File: src/rtl/program_loader_if.sv
// Program-memory write port shared between the loader (master) and the memory (slave).
interface program_loader_if #(
    parameter int ADDR_W = 8
);
    logic [ADDR_W-1:0] prog_addr;
    logic [3:0]        prog_wdata;
    logic              prog_we;
    logic              prog_own;

    modport master (output prog_addr, prog_wdata, prog_we, prog_own);
    modport slave  (input  prog_addr, prog_wdata, prog_we, prog_own);
endinterface

File: src/rtl/program_loader.sv
// program_loader: collects opcodes from the switches (one per ENTER press) into program
// memory starting at address 0, appends the stop code, then hands memory ownership to
// the control FSM and launches it with a one-cycle go pulse.
// state_dbg encoding: 0 LOAD, 1 TERM, 2 READY, 3 START, 4 WAITLO, 5 RUN.
module program_loader #(
    parameter int         ADDR_W    = 8,
    parameter logic [3:0] STOP_CODE = 4'hF
) (
    input  logic              clk,
    input  logic              resetn,
    input  logic [3:0]        sw_op,
    input  logic              key_enter,
    input  logic              key_run,
    input  logic              key_clear,
    input  logic              ctrl_idle,
    program_loader_if.master  mem,
    output logic [ADDR_W-1:0] prog_len,
    output logic              go,
    output logic              full,
    output logic              bad_op,
    output logic [2:0]        state_dbg
);

    typedef enum logic [2:0] {
        S_LOAD   = 3'd0,
        S_TERM   = 3'd1,
        S_READY  = 3'd2,
        S_START  = 3'd3,
        S_WAITLO = 3'd4,
        S_RUN    = 3'd5
    } state_e;

    // Last length at which one more user opcode still fits (the next one makes us full).
    localparam logic [ADDR_W-1:0] LAST_USER = {{(ADDR_W-1){1'b1}}, 1'b0};

    // Key vector bit positions.
    localparam int K_ENTER = 0;
    localparam int K_RUN   = 1;
    localparam int K_CLEAR = 2;

    logic [2:0] key_meta_q;
    logic [2:0] key_sync_q;
    logic [2:0] key_prev_q;
    logic [2:0] key_edge_q;
    logic [2:0] key_edge_d;
    logic [1:0] warm_q;

    state_e            state_q;
    logic [ADDR_W-1:0] addr_q;
    logic [ADDR_W-1:0] len_q;
    logic [3:0]        wdata_q;
    logic              we_q;
    logic              own_q;
    logic              full_q;
    logic              go_q;
    logic              bad_q;

    logic enter_edge;
    logic run_edge;
    logic clr_edge;

    // Edges only count once the synchroniser and edge register hold real post-reset
    // samples; otherwise a key held through reset release would look like a fresh press.
    assign key_edge_d = (warm_q == 2'd3) ? (key_sync_q & ~key_prev_q) : 3'b000;

    assign enter_edge = key_edge_q[K_ENTER];
    assign run_edge   = key_edge_q[K_RUN];
    assign clr_edge   = key_edge_q[K_CLEAR];

    // Synchronise the raw keys, remember the previous sample and register detected edges.
    always_ff @(posedge clk or negedge resetn) begin
        if (!resetn) begin
            key_meta_q <= '0;
            key_sync_q <= '0;
            key_prev_q <= '0;
            key_edge_q <= '0;
            warm_q     <= '0;
        end else begin
            // NOTE: non-blocking assignments let every stage sample the previous stage's
            // old value, which is what makes this a true multi-flop pipeline.
            key_meta_q <= {key_clear, key_run, key_enter};
            key_sync_q <= key_meta_q;
            key_prev_q <= key_sync_q;
            key_edge_q <= key_edge_d;
            if (warm_q != 2'd3) begin
                warm_q <= warm_q + 2'd1;
            end
        end
    end

    // Loader FSM; every output is registered and reflects the state being entered.
    always_ff @(posedge clk or negedge resetn) begin
        if (!resetn) begin
            state_q <= S_LOAD;
            addr_q  <= '0;
            len_q   <= '0;
            wdata_q <= '0;
            we_q    <= 1'b0;
            own_q   <= 1'b1;
            full_q  <= 1'b0;
            go_q    <= 1'b0;
            bad_q   <= 1'b0;
        end else begin
            we_q   <= 1'b0;
            go_q   <= 1'b0;
            bad_q  <= 1'b0;
            // Outside a user write the address rests on the next free slot.
            addr_q <= len_q;
            case (state_q)
                S_LOAD: begin
                    if (clr_edge) begin
                        len_q  <= '0;
                        addr_q <= '0;
                        full_q <= 1'b0;
                    end else if (run_edge || (enter_edge && sw_op == 4'hF)) begin
                        state_q <= S_TERM;
                        we_q    <= 1'b1;
                        wdata_q <= STOP_CODE;
                    end else if (enter_edge) begin
                        if (sw_op[3]) begin
                            bad_q <= 1'b1;
                        end else if (!full_q) begin
                            we_q    <= 1'b1;
                            wdata_q <= sw_op;
                            len_q   <= len_q + ADDR_W'(1);
                            full_q  <= (len_q == LAST_USER);
                        end
                    end
                end
                S_TERM: begin
                    state_q <= S_READY;
                end
                S_READY: begin
                    if (clr_edge) begin
                        state_q <= S_LOAD;
                        len_q   <= '0;
                        addr_q  <= '0;
                        full_q  <= 1'b0;
                    end else if (run_edge) begin
                        state_q <= S_START;
                        go_q    <= 1'b1;
                        own_q   <= 1'b0;
                    end
                end
                S_START: begin
                    state_q <= S_WAITLO;
                end
                S_WAITLO: begin
                    if (!ctrl_idle) begin
                        state_q <= S_RUN;
                    end
                end
                S_RUN: begin
                    if (ctrl_idle) begin
                        state_q <= S_READY;
                        own_q   <= 1'b1;
                    end
                end
                default: begin
                    state_q <= S_LOAD;
                    own_q   <= 1'b1;
                end
            endcase
        end
    end

    assign mem.prog_addr  = addr_q;
    assign mem.prog_wdata = wdata_q;
    assign mem.prog_we    = we_q;
    assign mem.prog_own   = own_q;
    assign prog_len       = len_q;
    assign go             = go_q;
    assign full           = full_q;
    assign bad_op         = bad_q;
    assign state_dbg      = state_q;

endmodule

File: src/flat_wrapper.sv
// flat-port wrapper written by rule: the top's interface ports become plain ports
module program_loader_flat 
#(
    parameter int         ADDR_W    = 8,
    parameter logic [3:0] STOP_CODE = 4'hF
)
  (clk, resetn, sw_op, key_enter, key_run, key_clear, ctrl_idle, prog_len, go, full, bad_op, state_dbg, mem_prog_addr, mem_prog_wdata, mem_prog_we, mem_prog_own);
  program_loader_if #(.ADDR_W(ADDR_W)) mem_i ();
  input  logic clk;
  input  logic resetn;
  input  logic [3:0] sw_op;
  input  logic key_enter;
  input  logic key_run;
  input  logic key_clear;
  input  logic ctrl_idle;
  output logic [ADDR_W-1:0] prog_len;
  output logic go;
  output logic full;
  output logic bad_op;
  output logic [2:0] state_dbg;
  output wire logic [$bits(mem_i.prog_addr)-1:0] mem_prog_addr;
  output wire logic [$bits(mem_i.prog_wdata)-1:0] mem_prog_wdata;
  output wire logic [$bits(mem_i.prog_we)-1:0] mem_prog_we;
  output wire logic [$bits(mem_i.prog_own)-1:0] mem_prog_own;
  assign mem_prog_addr = mem_i.prog_addr;
  assign mem_prog_wdata = mem_i.prog_wdata;
  assign mem_prog_we = mem_i.prog_we;
  assign mem_prog_own = mem_i.prog_own;
  program_loader #(.ADDR_W(ADDR_W), .STOP_CODE(STOP_CODE)) u_core (.clk(clk), .resetn(resetn), .sw_op(sw_op), .key_enter(key_enter), .key_run(key_run), .key_clear(key_clear), .ctrl_idle(ctrl_idle), .mem(mem_i), .prog_len(prog_len), .go(go), .full(full), .bad_op(bad_op), .state_dbg(state_dbg));
endmodule
File: config.mk
export PLATFORM = sky130hd
export DESIGN_NAME = program_loader_flat
export DESIGN_NICKNAME = d
export VERILOG_FILES = /design/src/rtl/program_loader_if.sv /design/src/rtl/program_loader.sv /design/src/flat_wrapper.sv
export SDC_FILE = /design/constraint.sdc
export NUM_CORES = 1
export LEC_CHECK = 0
export CORE_ASPECT_RATIO = 1.4
export CORE_MARGIN = 5
export CORE_UTILIZATION = 53
export DETAILED_ROUTE_END_ITERATION = 10
export PLACE_DENSITY = 0.83
export SKIP_CTS_REPAIR_TIMING = 1
export SKIP_LAST_GASP = 1
export SYNTH_ARGS = -nofsm -noshare
export SYNTH_HDL_FRONTEND = slang
export SYNTH_SLANG_ARGS = --single-unit
export TNS_END_PERCENT = 10
File: constraint.sdc
create_clock -name clk -period 2.85 [get_ports clk]
set_input_delay 0.4275 -clock clk [delete_from_list [all_inputs] [get_ports clk]]
set_output_delay 0.4275 -clock clk [all_outputs]
set_load 0.01 [all_outputs]
## Yosys cells after proc, flatten, opt, wreduce, memory -nomap -nowiden

Index checks and enable logic that the tools add are counted.

| cells by class | value |
|---|---|
| add/subtract/negate cells | 2 |
| eq/ne operators | 23 |
| mux-type cells | 45 |
| bitwise logic cells | 4 |
| reduce and logical (&&, ||, !) cells | 12 |

Operator list:

| operator | number |
|---|---|
| $mux W8 | 7 |
| $mux W1 | 23 |
| $mux W3 | 7 |
| $reduce_and A5 Y1 | 4 |
| $pmux W3 S6 | 1 |
| $mux W4 | 4 |
| $pmux W8 S2 | 1 |
| $ne A2 B2 Y1 const B | 6 |
| $ne A3 B2 Y1 const B | 3 |
| $add A8 B1 Y8 const B | 1 |
| $eq A8 B8 Y1 const B | 1 |
| $ne A2 B1 Y1 const B | 4 |
| $eq A3 B2 Y1 const B | 2 |
| $eq A3 B3 Y1 const B | 2 |
| $ne A3 B1 Y1 const B | 2 |
| $eq A4 B4 Y1 const B | 1 |
| $reduce_and A4 Y1 | 1 |
| $reduce_bool A2 Y1 | 2 |
| $reduce_or A4 Y1 | 1 |
| $and A3 B3 Y3 | 1 |
| $eq A3 B1 Y1 const B | 1 |
| $logic_not A3 Y1 | 1 |
| $not A3 Y3 | 1 |
| $pmux W1 S3 | 1 |
| 7 further kinds | 8 |

| word-level totals | value |
|---|---|
| bits in registers | 42 |
| input bits | 10 |
| output and inout port bits | 28 |
| logic and storage cells | 100 |

## Depth between registers and ports, before layout

Gate-level depths: netlist (run 1).

| logic depth | value |
|---|---|
| word-level depth | 7 |
| depth in mapped cells | 5 |
| depth with buffers taken out | 5 |

## Worst setup path before layout (run 1)

No wires, ideal clock.

| timing | value |
|---|---|
| path type | in2reg |
| from | in sw_op[3] |
| to | reg u_core.len_q[6], in the netlist u_core.prog_len[6] |
| library setup time | 95 ps |
| arrival time | 1625 ps |
| required time | 2755 ps |
| setup slack | 1129 ps |
| stages on the path | 4 |
| buffers on the path | 0 |
| cell sequence | or4b_4 > a2111oi_4 > nand2_1 > o31ai_1 |

| on the way | value |
|---|---|
| cells in the longest elaborated chain, start to end | 5 |
| elaborated cells on any way between the ends | 6 |
| those cells by class | eq/ne (3); reduce/logical (3) |

RTL lines:

| item | RTL line | text |
|---|---|---|
| start, declared | flat_wrapper.sv:11 | `input logic [3:0] sw_op;` |
| $eq A4 B4 Y1 | program_loader.sv:115 | `end else if (run_edge \|\| (enter_edge && sw_op == 4'hF)) begin` |
| $logic_and A1 B1 Y1 | program_loader.sv:115 |  |
| $logic_or A1 B1 Y1 | program_loader.sv:115 |  |
| $ne A3 B2 Y1 (no line) | n/a |  |
| $reduce_and A5 Y1 (no line) * | n/a |  |
| end signal, assigned | program_loader.sv:125 | `len_q <= len_q + ADDR_W'(1);` |
| end, declared | program_loader.sv:50 | `logic [ADDR_W-1:0] len_q;` |

Every way passes the cells marked *; elsewhere a longest branch is shown, timed or not.
A chain may end at the register's enable or synchronous reset.

## Final worst setup path (run 1)

Ends and elaborated chain as after synthesis.

==> results of run 1 <==
==> worst max-delay path, cell delays in order <==
cell and delay [ns]:
sky130_fd_sc_hd__clkdlybuf4s50_1 0.47, sky130_fd_sc_hd__or4b_4 0.61, sky130_fd_sc_hd__a2111oi_4 0.44, sky130_fd_sc_hd__nand2_1 0.09, sky130_fd_sc_hd__o31ai_1 0.20
==> registers in the layout (all words and copies together), names as in the netlist <==
signal / cells
u_core.key_edge_q: 3
u_core.full: 1
u_core.prog_len: 8
u_core.key_meta_q: 3
u_core.warm_q: 2
u_core.go: 1
u_core.mem.prog_own: 1
u_core.key_prev_q: 3
u_core.mem.prog_wdata: 4
u_core.mem.prog_addr: 8
u_core.bad_op: 1
u_core.state_dbg: 3
u_core.mem.prog_we: 1
u_core.key_sync_q: 3
==> final cells by class <==
class / instances / area [sq um]
Tap cell: 39 / 48.8
Fill cell: 223 / 898
Inverter: 4 / 15.0
Clock buffer: 5 / 68.8
Multi-Input combinational cell: 96 / 634
Timing Repair Buffer: 37 / 365
Sequential cell: 42 / 1050
Clock inverter: 3 / 40.0
==> synthesized netlist by cell type, drive strengths merged (2+ instances only) <==
library cell  number
a2111oi            2
a21oi              3
a22oi              3
and3               3
and3b              2
and4               2
clkbuf             5
dfrtp             41
ha                 3
inv                4
mux2i              3
nand2             13
nand3              2
nand4              2
nor2              16
nor2b             11
o21ai              8
o22a               3
o41ai              2
or2                2
==> stage by stage <==
| step | setup WS [ns] | hold WS, ns |
|---|---|---|
| finish | 0.810 | 0.243 |
| global route | 0.717 | 0.338 |
| CTS | 0.817 | 0.283 |
| detailed placement | 0.521 | 0.336 |
| global placement | 0.578 | 0.340 |
| floorplan | 1.13 | 0.132 |
==> report_power, final <==
part / switching [mW] / total [mW] / internal, mW
clock: 0.200 / 0.458 / 0.258
sequential: 0.164 / 0.919 / 0.755
combinational: 0.370 / 0.804 / 0.435
total: 0.734 / 2.18 / 1.45
==> cell families after synthesis <==
logic type                 share of synthesized area [%]
buffers and inverters                               1.96
muxes                                               2.40
xor gates and xnor gates                           0.509
adders and majority gates                           2.18
and+or+nand+nor                                     18.7
DFF                                                 61.2
AOI/OAI and AO/OA                                   13.1
==> layout by cell type, fill, tap and decap left out, drive strengths merged, types with 3 or more instances in the layout <==
| master | netlist | layout |
|---|---|---|
| inv | 4 | 4 |
| o21ai | 8 | 8 |
| and3 | 3 | 3 |
| dfrtp | 41 | 41 |
| o22a | 3 | 3 |
| clkbuf | 5 | 5 |
| clkdlybuf4s50 | 0 | 36 |
| mux2i | 3 | 3 |
| ha | 3 | 3 |
| nor2b | 11 | 11 |
| nor2 | 16 | 16 |
| a21oi | 3 | 3 |
| nand2 | 13 | 13 |
| a22oi | 3 | 3 |
==> per-layer routing <==
layer / global-route usage, % / vias up
met5: 0 / -
met4: 9.74 / 0
met3: 4.32 / 11
met2: 26.6 / 30
met1: 20.4 / 598
li1: - / 602
==> worst max path at each step <==
stage / slack, ns / startpoint / cells after the start / endpoint
2_1_floorplan: 1.13 / sw_op[3] / 4 / u_core.prog_len[6]$_DFFE_PN0P_
3_3_place_gp: 0.58 / sw_op[3] / 5 / u_core.prog_len[6]$_DFFE_PN0P_
3_5_place_dp: 0.52 / sw_op[3] / 5 / u_core.prog_len[6]$_DFFE_PN0P_
4_1_cts: 0.82 / sw_op[3] / 5 / u_core.prog_len[6]$_DFFE_PN0P_
5_1_grt: 0.72 / sw_op[3] / 5 / u_core.prog_len[6]$_DFFE_PN0P_
6_report: 0.81 / sw_op[3] / 5 / u_core.prog_len[6]$_DFFE_PN0P_
==> summary.md, run 1 <==
| Metric | Value |
|---|---|
| Outcome | `completed` |
| Vias in the first global route | `1181` |
| Grt ovf | `0` |
| Syn_nets | `160` |
| Maximum capacitance violations | `0` |
| Detail-routed net length per standard cell | `15.2 microns` |
| Final RePlAce weighted congestion | `0.895` |
| Per-instance average area after synthesis | `11.7 sq um` |
| Worst Path Required | `3.05 ns` |
| Final non-filler cell area | `0.00222 sq mm` |
| Max FO, Critical Path | `5` |
| DRC violations left | `0` |
| RSZ-0062 raised after global routing | `no` |
| Horizontal die dimension | `58.2 microns` |
| Core box area | `0.00312 sq mm` |
| Total die area | `0.00450 sq mm` |
| Area contributors post-synth | `sky130_fd_sc_hd__dfrtp_1 (60%), sky130_fd_sc_hd__nor2b_1 (4.0%), sky130_fd_sc_hd__nor2_1 (3.5%)` |
| Synth Instances | `147` |
| Capturing element type of the critical path | `flip-flop` |
| Cell area after placement | `0.00212 sq mm` |
| WP data arrival | `2.24 ns` |
| Ys flop type | `sky130_fd_sc_hd__dfrtp_1` |
| Root Driver | `sky130_fd_sc_hd__clkbuf_8` |
| Maximum vdd ir drop | `729 uV` |
| Htree depth | `2` |
| Number of unique standard cell types used by synthesis | `40` |
| Portion of the post-synthesis area used by sequential elements | `61.2%` |
| Rel. slew slack | `41.6%` |
| Via density per instance | `5.49` |
| Std cell rows | `24` |
| Clock slew seen by the registers of the worst setup and hold paths | `0.08 ns` |
| Ratio of cells with drive above 1 in the final layout | `10.7%` |
| Global Route Usage Sum | `16.8%` |
| Clock net sink count | `42` |
| Post-synth EDFFs | `0` |
| Initial core utilization | `55.1%` |
| Critical register-to-register path endpoint | `u_core.prog_len[6]$_DFFE_PN0P_` |
| Clock insertion delay at the later pin of the skew report | `0.30 ns` |
| PD cells | `981 mW/mm^2` |
| Iteration-0 DRC count of the detailed router | `33` |
| Longest Clk Path Bufs | `2` |
| Wire length of the first global-routing pass | `5710 microns` |
| Detailed-route wire length on metal 1 | `1380 microns` |
| Startpoint of the worst-slack reg-to-reg timing path | `u_core.key_edge_q[1]$_DFF_PN0_` |
| Total inserted antenna cells | `0` |
| Worst Clk Skew | `0.00846 ns` |
| Clock tree from TritonCTS | `built` |
| Routed length on met3 | `168 microns` |
| Count of warnings emitted by yosys | `0` |
| Initial antenna violation count | `0` |
| PortBufs | `37` |
| Final setup viols | `0` |
| Time the worst path needs with I/O delays and setup | `2.04 ns` |
| Aggregate negative setup slack | `0 ns` |
| Number of pins exceeding their max-slew limit in the final report | `0` |
| Placed wire-length estimate after detailed placement | `2500 microns` |
| FMAX | `490 MHz` |
| Top metal layer carrying routed signals | `met4` |
| Library cell occupying the most area in the post-synthesis netlist | `sky130_fd_sc_hd__dfrtp_1` |
| Number of flip-flops and latches in the synthesized netlist | `42` |
| Non-Filler Instances | `226` |
| Post-route core utilization | `71.2%` |
| 1st-pass router iterations | `4` |
| Final Power | `2.18 mW` |
| Met2 layer wire length in the routed design | `1780 microns` |
| R2R cell count | `4` |
| Num ports | `38` |
| Element type at the critical path start | `primary input` |
| Number of nets with antenna violations after detailed routing | `0` |
| Leak Pwr | `0.942 nW` |
| Share of the synthesized area in the top cell type | `59.6%` |
| Async S/R FF share, synth | `100%` |
| Vertical extent of the die | `77.4 microns` |
| Worst-case register-to-register setup slack | `0.98 ns` |
| Portion of the clock cycle consumed by the worst path in the final layout | `71.6%` |
| Instance count after placement with tap cells included | `218` |
| Actual transition at the worst max-transition pin | `0.876 ns` |
| Aggregate routed wire length | `3430 microns` |
| Via total after detailed routing | `1241` |
| Number of hold violations in the final report | `0` |
| Number of buffers added by the clock tree synthesis step | `5` |
| Netlist area before placement | `0.00172 sq mm` |
| Hold WC Path Type | `primary input to async pin` |
| Area Growth Syn to Fin | `29.3%` |
| Largest net degree at the start of global routing | `43` |
| Number of nets in the layout | `199` |
| Crit Path Class | `primary input to flip-flop` |
Note: power is estimated with default switching activity, not from simulation.
==> run 2: changes to the inputs <==
--- a/config.mk
+++ b/config.mk
@@ -7,9 +7,9 @@
 export LEC_CHECK = 0
 export CORE_ASPECT_RATIO = 1.4
 export CORE_MARGIN = 5
-export CORE_UTILIZATION = 53
+export CORE_UTILIZATION = 44
 export DETAILED_ROUTE_END_ITERATION = 10
-export PLACE_DENSITY = 0.83
+export PLACE_DENSITY = 0.74
 export SKIP_CTS_REPAIR_TIMING = 1
 export SKIP_LAST_GASP = 1
 export SYNTH_ARGS = -nofsm -noshare
==> constraint.sdc (replaced) <==
create_clock -name clk -period 1.76 [get_ports clk]
set_input_delay 0.264 -clock clk [delete_from_list [all_inputs] [get_ports clk]]
set_output_delay 0.264 -clock clk [all_outputs]
set_load 0.01 [all_outputs]
==> run 2 against run 1 <==
- the run now ends with negative setup slack left
- clock skew about the same
- setup slack got worse by 0.81 ns
- global-route usage decreased by 1.7 points
- via count increased by 6.7%
- die area is 17% higher
- clock power is 39% higher
- count of clock-buffer cells in the layout unchanged
- non-clock buffer count rose by 12
- cell area rose by 3.7%
- core utilization is 11 points lower
- critical path depth is 1 lower
- critical path type unchanged
- largest power group unchanged
- highest routed layer unchanged
==> summary.md, run 2 (same netlist as run 1, synthesis figures left out) <==
| Metric | Value |
|---|---|
| Aggregate routed wire length | `3630 microns` |
| Largest net degree at the start of global routing | `43` |
| Outcome | `finished, violations left` |
| Clock net sink count | `42` |
| Core box area | `0.00385 sq mm` |
| Number of nets with antenna violations after detailed routing | `0` |
| Actual transition at the worst max-transition pin | `0.506 ns` |
| Post-layout worst setup margin | `-0.00325 ns` |
| Portion of the clock cycle consumed by the worst path in the final layout | `100%` |
| Iteration-0 DRC count of the detailed router | `62` |
| Horizontal die dimension | `62.8 microns` |
| Capturing element type of the critical path | `flip-flop` |
| Longest Clk Path Bufs | `2` |
| Final Power | `3.53 mW` |
| Initial core utilization | `44.7%` |
| Library cell contributing the largest single delay on the critical path | `sky130_fd_sc_hd__or4b_4` |
| WP data arrival | `1.95 ns` |
| FMAX | `567 MHz` |
| Number of nets in the layout | `211` |
| Clock tree from TritonCTS | `built` |
| Element type at the critical path start | `primary input` |
| Wire length of the first global-routing pass | `6430 microns` |
| Series of cell instances along the critical path | `clkdlybuf4s50_1, or4b_4, a21o_2, o41ai_1` |
| Number of buffers added by the clock tree synthesis step | `5` |
| Most common cell after layout, fill and taps aside | `sky130_fd_sc_hd__dfrtp_1` |
| Via density per instance | `5.47` |
| Vias in the first global route | `1379` |
| Rel. slew slack | `66.2%` |
| Htree depth | `2` |
| Number of filler instances in the final layout | `341` |
| Via total after detailed routing | `1324` |
| PD cells | `1530 mW/mm^2` |
| Violated checks | `negative setup slack` |
| Placed wire-length estimate after detailed placement | `2660 microns` |
| 1st-pass router iterations | `4` |
| Worst-case register-to-register setup slack | `0.04 ns` |
| R2R cell count | `3` |
| Ratio of cells with drive above 1 in the final layout | `16.1%` |
| Global Route Usage Sum | `15.0%` |
| Final setup viols | `1` |
| Hold WC Path Type | `primary input to async pin` |
| Leak Pwr | `0.989 nW` |
| Number of hold violations in the final report | `0` |
| Startpoint of the worst-slack reg-to-reg timing path | `u_core.key_edge_q[1]$_DFF_PN0_` |
| Clock insertion delay at the later pin of the skew report | `0.30 ns` |
| Critical register-to-register path endpoint | `u_core.prog_len[7]$_DFFE_PN0P_` |
| Clock slew seen by the registers of the worst setup and hold paths | `0.09 ns` |
| Total inserted antenna cells | `0` |
| Detail-routed net length per standard cell | `15.0 microns` |
| RSZ-0062 raised after global routing | `yes` |
| Max FO, Critical Path | `8` |
| Worst path max stage delay | `0.60 ns` |
| Aggregate negative setup slack | `-0.00325 ns` |
| Worst Path Required | `1.94 ns` |
| Highest-count cells in the layout ignoring fill and taps | `sky130_fd_sc_hd__dfrtp_1 (41), sky130_fd_sc_hd__clkdlybuf4s50_1 (36), sky130_fd_sc_hd__nor2_1 (16), sky130_fd_sc_hd__nand2_1 (13), sky130_fd_sc_hd__buf_4 (12)` |
| Final RePlAce weighted congestion | `0.865` |
| Area Growth Syn to Fin | `34.0%` |
| Time the worst path needs with I/O delays and setup | `1.76 ns` |
| Std cell rows | `27` |
| Number of pins exceeding their max-slew limit in the final report | `0` |
| Initial antenna violation count | `0` |
| Maximum capacitance violations | `0` |
| Grt ovf | `0` |
| Vertical extent of the die | `84.0 microns` |
| PortBufs | `37` |
| DRC violations left | `0` |
| Maximum vdd ir drop | `1010 uV` |
| Crit Path Class | `primary input to flip-flop` |
| Root Driver | `sky130_fd_sc_hd__clkbuf_8` |
| Total die area | `0.00528 sq mm` |
| Worst Clk Skew | `0.00851 ns` |
| Num ports | `38` |
| Post-route core utilization | `59.9%` |
[run 2: power by group]
part,total (mW),switching (mW),leakage (nW),internal [mW]
registers,1.45,0.231,0.489,1.22
clock network,0.636,0.350,0.0447,0.286
logic,1.44,0.660,0.456,0.780
total,3.53,1.24,0.989,2.29
[run 2: critical path, delay by kind of cell]
family,cells,cell delay (ns)
AND/OR/NAND/NOR,1,0.60
AO/OA/AOI/OAI,2,0.66
buffers and inverters,1,0.43
[run 2: layout make-up]
cell class	count	area [sq um]	area share (%)
clock buffer	5	68.8	2.98
clock inverter	3	25.0	1.09
inverter	4	15.0	0.651
multi-input combinational	96	636	27.6
sequential	42	1050	45.6
tap	43	53.8	2.33
timing repair buffer	49	455	19.8
[run 2: worst max-delay path by stage]
stage                                               from                             end  slack [ns]  depth (start not counted)
after floorplan           u_core.key_edge_q[1]$_DFF_PN0_  u_core.prog_len[6]$_DFFE_PN0P_        0.06                          4
after global placement                          sw_op[3]  u_core.prog_len[6]$_DFFE_PN0P_       -0.30                          5
after detailed placement                        sw_op[3]  u_core.prog_len[4]$_DFFE_PN0P_       -0.34                          5
after CTS                                       sw_op[3]  u_core.prog_len[4]$_DFFE_PN0P_       -0.02                          5
after global routing                            sw_op[3]  u_core.prog_len[7]$_DFFE_PN0P_       -0.02                          4
final                                           sw_op[3]  u_core.prog_len[7]$_DFFE_PN0P_      -0.003                          4
[run 2: layer usage]
layer | part of all wire (%) | vias up | global-route usage [%] | wire length [microns]
met5 | 0 | - | 0 | 0
li1 | - | 626 | - | -
met1 | 40 | 639 | 17.5 | 1460
met4 | 2.0 | 0 | 5.98 | 71
met3 | 8.0 | 7 | 5.39 | 289
met2 | 50 | 52 | 24.9 | 1810
[run 2: metrics by stage]
step	cells	area [sq um]	hold slack [ns]	setup slack, ns
2_1_floorplan	147	1720	-0.0316	0.0601
3_3_place_gp	234	2210	0.333	-0.295
3_5_place_dp	234	2210	0.338	-0.338
4_1_cts	242	2300	0.0278	-0.0214
5_1_grt	242	2310	0.0618	-0.0227
6_report	242	2310	0.0119	-0.00325
==> run 3: changes to the inputs <==
--- a/config.mk
+++ b/config.mk
@@ -8,6 +8,7 @@
 export CORE_ASPECT_RATIO = 1.4
 export CORE_MARGIN = 5
 export CORE_UTILIZATION = 44
+export CTS_CLUSTER_SIZE = 8
 export DETAILED_ROUTE_END_ITERATION = 10
 export PLACE_DENSITY = 0.74
 export SKIP_CTS_REPAIR_TIMING = 1
==> results of run 3 <==
Final layout, timing and power as in run 2 (identical DEF).
